$ cat src/rtl/data_derotator_if.sv
// Handshake/config/output bundle for data_derotator.
// DI channel: a column word moves when DI_valid and DI_ready are both high at a
// rising clk edge; DI_valid is not withdrawn by the block, DI_ready only reflects
// whether the block is collecting. DO has no ready: a rebuilt row is presented
// for one cycle with DO_valid high and must be taken by the consumer.
interface data_derotator_if #(
   parameter int WORD_SIZE = 128
);
   logic                 config_valid;
   logic [2:0]           op;
   logic [4:0]           channel;
   logic                 DI_valid;
   logic [WORD_SIZE-1:0] DI;
   logic                 DI_ready;
   logic                 DO_valid;
   logic [WORD_SIZE-1:0] DO;
   logic                 DO_last;
   logic                 state_dbg;

   modport master (
      output config_valid, op, channel, DI_valid, DI,
      input  DI_ready, DO_valid, DO, DO_last, state_dbg
   );

   modport slave (
      input  config_valid, op, channel, DI_valid, DI,
      output DI_ready, DO_valid, DO, DO_last, state_dbg
   );
endinterface

$ cat src/rtl/data_derotator.sv
// Byte-matrix transposer: collects up to MAX_CH column words, each carrying one
// byte per lane in its upper LANES bytes, then drains LANES rebuilt row words.
// Unused column positions of each row stay zero, so rows are zero-padded low.
module data_derotator #(
   parameter int WORD_SIZE = 128,
   parameter int LANES     = 8,
   parameter int MAX_CH    = WORD_SIZE / 8
) (
   input logic            clk,
   input logic            rst,
   data_derotator_if.slave bus
);
   localparam int CW = $clog2(MAX_CH);
   localparam int RW = $clog2(LANES);

   typedef enum logic {COLLECT = 1'b0, DRAIN = 1'b1} state_t;

   state_t               state;
   logic [4:0]           channel_reg;
   logic [CW-1:0]        col;
   logic [RW-1:0]        row;
   logic [WORD_SIZE-1:0] row_buf [LANES];
   logic [WORD_SIZE-1:0] do_q;
   logic                 do_valid_q;
   logic                 do_last_q;
   logic                 cfg_ok;

   // Config only lands between blocks, with no data competing for the cycle.
   assign cfg_ok = bus.config_valid && (bus.op == 3'b000) && (state == COLLECT) &&
                   (col == '0) && !bus.DI_valid &&
                   (bus.channel != 5'd0) && (bus.channel <= 5'(MAX_CH));

   assign bus.DI_ready  = (state == COLLECT);
   assign bus.DO_valid  = do_valid_q;
   assign bus.DO        = do_q;
   assign bus.DO_last   = do_last_q;
   assign bus.state_dbg = state;

   // Collect/drain FSM with all buffer and output registers.
   always_ff @(posedge clk or posedge rst) begin
      if (rst) begin
         state       <= COLLECT;
         channel_reg <= 5'd1;
         col         <= '0;
         row         <= '0;
         do_q        <= '0;
         do_valid_q  <= 1'b0;
         do_last_q   <= 1'b0;
         for (int j = 0; j < LANES; j++) row_buf[j] <= '0;
      end else begin
         case (state)
            COLLECT: begin
               do_valid_q <= 1'b0;
               do_last_q  <= 1'b0;
               if (bus.DI_valid) begin
                  // Lane j byte of the column lands in row j at column position col.
                  for (int j = 0; j < LANES; j++)
                     row_buf[j][WORD_SIZE-1-8*int'(col) -: 8] <= bus.DI[WORD_SIZE-1-8*j -: 8];
                  if (5'(col) == channel_reg - 5'd1) begin
                     col   <= '0;
                     row   <= '0;
                     state <= DRAIN;
                  end else begin
                     col <= col + 1'b1;
                  end
               end else if (cfg_ok) begin
                  channel_reg <= bus.channel;
               end
            end
            DRAIN: begin
               do_q       <= row_buf[row];
               do_valid_q <= 1'b1;
               do_last_q  <= (row == RW'(LANES - 1));
               row        <= row + 1'b1;
               if (row == RW'(LANES - 1)) begin
                  // DO takes the pre-clear row; buffer starts the next block empty.
                  state <= COLLECT;
                  for (int j = 0; j < LANES; j++) row_buf[j] <= '0;
               end
            end
            default: state <= COLLECT;
         endcase
      end
   end
endmodule

$ cat src/flat_wrapper.sv
// flat-port wrapper written by rule: the top's interface ports become plain ports
module data_derotator_flat 
#(
   parameter int WORD_SIZE = 128,
   parameter int LANES     = 8,
   parameter int MAX_CH    = WORD_SIZE / 8
)
  (clk, rst, bus_config_valid, bus_op, bus_channel, bus_DI_valid, bus_DI, bus_DI_ready, bus_DO_valid, bus_DO, bus_DO_last, bus_state_dbg);
  data_derotator_if #(.WORD_SIZE(WORD_SIZE)) bus_i ();
  input logic clk;
  input logic rst;
  input wire logic [$bits(bus_i.config_valid)-1:0] bus_config_valid;
  input wire logic [$bits(bus_i.op)-1:0] bus_op;
  input wire logic [$bits(bus_i.channel)-1:0] bus_channel;
  input wire logic [$bits(bus_i.DI_valid)-1:0] bus_DI_valid;
  input wire logic [$bits(bus_i.DI)-1:0] bus_DI;
  output wire logic [$bits(bus_i.DI_ready)-1:0] bus_DI_ready;
  output wire logic [$bits(bus_i.DO_valid)-1:0] bus_DO_valid;
  output wire logic [$bits(bus_i.DO)-1:0] bus_DO;
  output wire logic [$bits(bus_i.DO_last)-1:0] bus_DO_last;
  output wire logic [$bits(bus_i.state_dbg)-1:0] bus_state_dbg;
  assign bus_i.config_valid = bus_config_valid;
  assign bus_i.op = bus_op;
  assign bus_i.channel = bus_channel;
  assign bus_i.DI_valid = bus_DI_valid;
  assign bus_i.DI = bus_DI;
  assign bus_DI_ready = bus_i.DI_ready;
  assign bus_DO_valid = bus_i.DO_valid;
  assign bus_DO = bus_i.DO;
  assign bus_DO_last = bus_i.DO_last;
  assign bus_state_dbg = bus_i.state_dbg;
  data_derotator #(.WORD_SIZE(WORD_SIZE), .LANES(LANES), .MAX_CH(MAX_CH)) u_core (.clk(clk), .rst(rst), .bus(bus_i));
endmodule
$ cat config.mk
export PLATFORM = sky130hd
export DESIGN_NAME = data_derotator_flat
export DESIGN_NICKNAME = d
export VERILOG_FILES = /design/src/rtl/data_derotator_if.sv /design/src/rtl/data_derotator.sv /design/src/flat_wrapper.sv
export SDC_FILE = /design/constraint.sdc
export NUM_CORES = 2
export LEC_CHECK = 0
export CORE_MARGIN = 5
export CORE_UTILIZATION = 50
export DETAILED_ROUTE_END_ITERATION = 6
export PLACE_DENSITY_LB_ADDON = 0.1
export SLEW_MARGIN = 15
export SYNTH_ARGS = -nofsm -noshare
export SYNTH_HDL_FRONTEND = slang
export SYNTH_SLANG_ARGS = --single-unit
$ cat constraint.sdc
create_clock -name clk -period 52.4 [get_ports clk]
set_clock_uncertainty 0.15 [all_clocks]
set_input_delay 13.1 -clock clk [delete_from_list [all_inputs] [get_ports clk]]
set_output_delay 13.1 -clock clk [all_outputs]
set_load 0.02 [all_outputs]
==> results.cfg <==
[status]
status = completed

[synth]
yosys_warnings = 0
ys_ff_latch = 1167
ys_types = 42
synth_cells = 4875
syn-cell-area_um2 = 51500
synth_fp_nets = 5024
synth_area_leaders = dfrtp_1 57%, mux2i_1 10%, nand3_1 8.6%
ys_seq_area_frac = 0.567
synth.top_cell.area_share = 0.567
avgSynthCellArea_um2 = 10.6
yosys.area.top_type = dfrtp_1

[worst_setup_path]
crit_path_start = rst
cp_top_family = buffers and inverters
rr_startpoint = u_core.row[2]
path_class = in -> async
cpMostUsedCell = buf_4
critPathMaxFanout = 113
cp-start-kind = input pin
endpoint_kind = asynchronous set/reset pin
r2r-end = u_core.bus.DO[74]
required_ns = 53.02
crit_chain = clkdlybuf4s50_1 > inv_8 > buf_4 > buf_4 > buf_4 > buf_4 > buf_6
rr_worst_depth = 7
cp.arrival_ns = 18.05
crit_buf_inv = 7
r2r_slack_ns = 47.20
max_stage_delay_ns = 0.79
crit_slowest_cell = buf_4

[sta]
worstMarginPinSlew_ns = 1.26
rsz0062_at_grt = no
slew_viol_final = 0
worst_slack_ns = 34.97
finalSetupViolations = 0
finalCriticalPeriod_ns = 17.43
fin_setup_tns_ns = 0
hold_viol_final = 0
period_share = 0.333
fmax_mhz = 57.4
max_slew_margin = 0.159
hold_slack_ns = 0.329

[placed_design]
gp_congestion = 0.791
port_buffers = 207
pre_cts_ws_ns = 33.69
place.detailed.hpwl_mm = 91.1

[die]
dieArea_um2 = 109000
die_x_um = 331
fp.dieH_um = 331
placementRows = 117
core_area_um2 = 102000
io_pins = 272
initial_core_util = 0.505

[cts]
post_cts_buffers = 0
cts_sinks = 1167
cts.htree.levels = 4
ctsLongestPathBuffers = 3
cts-root-buf = clkbuf_16
hold_buffers = 0
cts_buffers = 132
clkTransAtPathRegs_ns = 0.06
clock_latency_ns = 0.74
post_cts_resized = 0
tritoncts = built

[grt]
grt_max_degree = 254
first_global_vias = 37146
grt_overflow = 0
grt_usage = 0.289
antenna_found_initial = 14
grt_pass1_wl_mm = 240

[pwr]
power_density_nw_per_um2 = 59.7
irDropWorstVdd_v = 0.0000616
total_power_mw = 3.50
power.leakage_nw = 25.7

[drt]
vias_per_cell = 6.10
ant_nets = 0
drt_pass1_iterations = 5
finalWirelength_mm = 159
drt_iter0_markers = 3878
vias = 38559
post_drt_wl_per_cell_um = 25.2
drc = 0

[min_path]
holdPathStages = 2
hold_end = u_core.row_buf[496]
hold_start = u_core.row_buf[496]
hold_class = reg -> reg

[final_layout]
drive_gt1_frac = 0.0685
multiInputGateArea_um2 = 19900
fillers = 8848
largest_register_ffs = 1024
synthToLayoutAreaGrowth_pct = 14.0
seq_area_um2 = 29200
fin_nets = 5005
utilization = 0.575

[flow_run]
maxCapViolations = 0
worst min-delay path, stage by stage (launching register included):
cell and delay, ns:
dfrtp_1 0.34, nand2_1 0.05, o31ai_1 0.06
layout by cell type, fill, tap and decap left out, drive strengths merged:
cell              n
nand2           216
o22ai             1
nor2             13
dfrtp          1166
nand3           888
o21bai            1
o2bb2ai           1
nand2b            3
nor4b             2
clkbuf          197
clkinv           17
clkinvlp          3
clkdlybuf4s50   207
o21ai           882
bufinv            8
o311a             1
nor2b             5
nand4             9
nor4              1
nand3b            1
a21oi             8
o31ai            17
a31oi             3
nand4b            1
xnor2             4
dfstp             1
mux2i           515
nor3              2
nor3b             1
buf             107
mux2              4
a22o            256
diode             4
and2              2
xor2              3
a22oi           256
inv             139
ha                9
power by group:
group	total (mW)	leakage (nW)	switching [mW]	internal, mW
Sequential	1.38	15.8	0.182	1.20
Clock	0.927	2.13	0.368	0.559
Combinational	1.19	7.69	0.734	0.458
kinds of logic after synthesis:
logic type / count (synthesis) / share of synthesized area
buffers and inverters: 603 / 0.0500
xor gates and xnor gates: 7 / 0.00119
AOI/OAI and AO/OA: 1426 / 0.171
adders and majority gates: 9 / 0.00219
and+or+nand+nor: 1144 / 0.107
muxes: 519 / 0.101
DFF: 1167 / 0.567
cell type report:
cell class                 count  share of cell area
clock buffer                 197              0.0674
multi-input combinational   3105               0.339
sequential                  1167               0.498
tap                         1368              0.0292
inverter                     136             0.00883
timing repair buffer         314              0.0513
clock inverter                31             0.00644
antenna                        4            0.000171
routing by layer:
metal | global-route usage | part of all wire
met1 | 0.408 | 0.43
met2 | 0.442 | 0.45
met3 | 0.0658 | 0.073
met4 | 0.105 | 0.039
met5 | 0 | 0.00060
how the worst max path moves through the flow:
stage | slack [ns] | end | cells after the start
2_1_floorplan | 6.28 | u_core.bus.DO[0] | 1
3_3_place_gp | 33.68 | u_core.row_buf[386] | 7
3_5_place_dp | 33.69 | u_core.row_buf[386] | 7
4_1_cts | 34.49 | u_core.row_buf[900] | 7
5_1_grt | 34.24 | u_core.row_buf[388] | 7
6_report | 34.97 | u_core.row_buf[165] | 7
metrics by stage:
step           area [um2]  instances
2_1_floorplan       51500       4875
4_1_cts             58600       6315
3_3_place_gp        54300       6087
5_1_grt             58700       6320
6_report            58700       6322
3_5_place_dp        54300       6087
synthesized netlist by cell type, drive strengths merged:
cell type,count
nand4b,1
nor3b,1
o22ai,1
nor4,1
o311a,1
a22o,256
nand4,9
buf,272
nor4b,2
dfstp,1
o31ai,17
dfrtp,1166
xor2,3
mux2i,515
nor2,13
nor3,2
ha,9
a31oi,3
nor2b,5
o21bai,1
nand3b,1
clkbuf,195
o2bb2ai,1
mux2,4
nand2,216
nand3,888
xnor2,4
inv,136
nand2b,3
o21ai,882
a22oi,256
a21oi,8
and2,2
No activity file was read; power rests on OpenSTA's default activity.
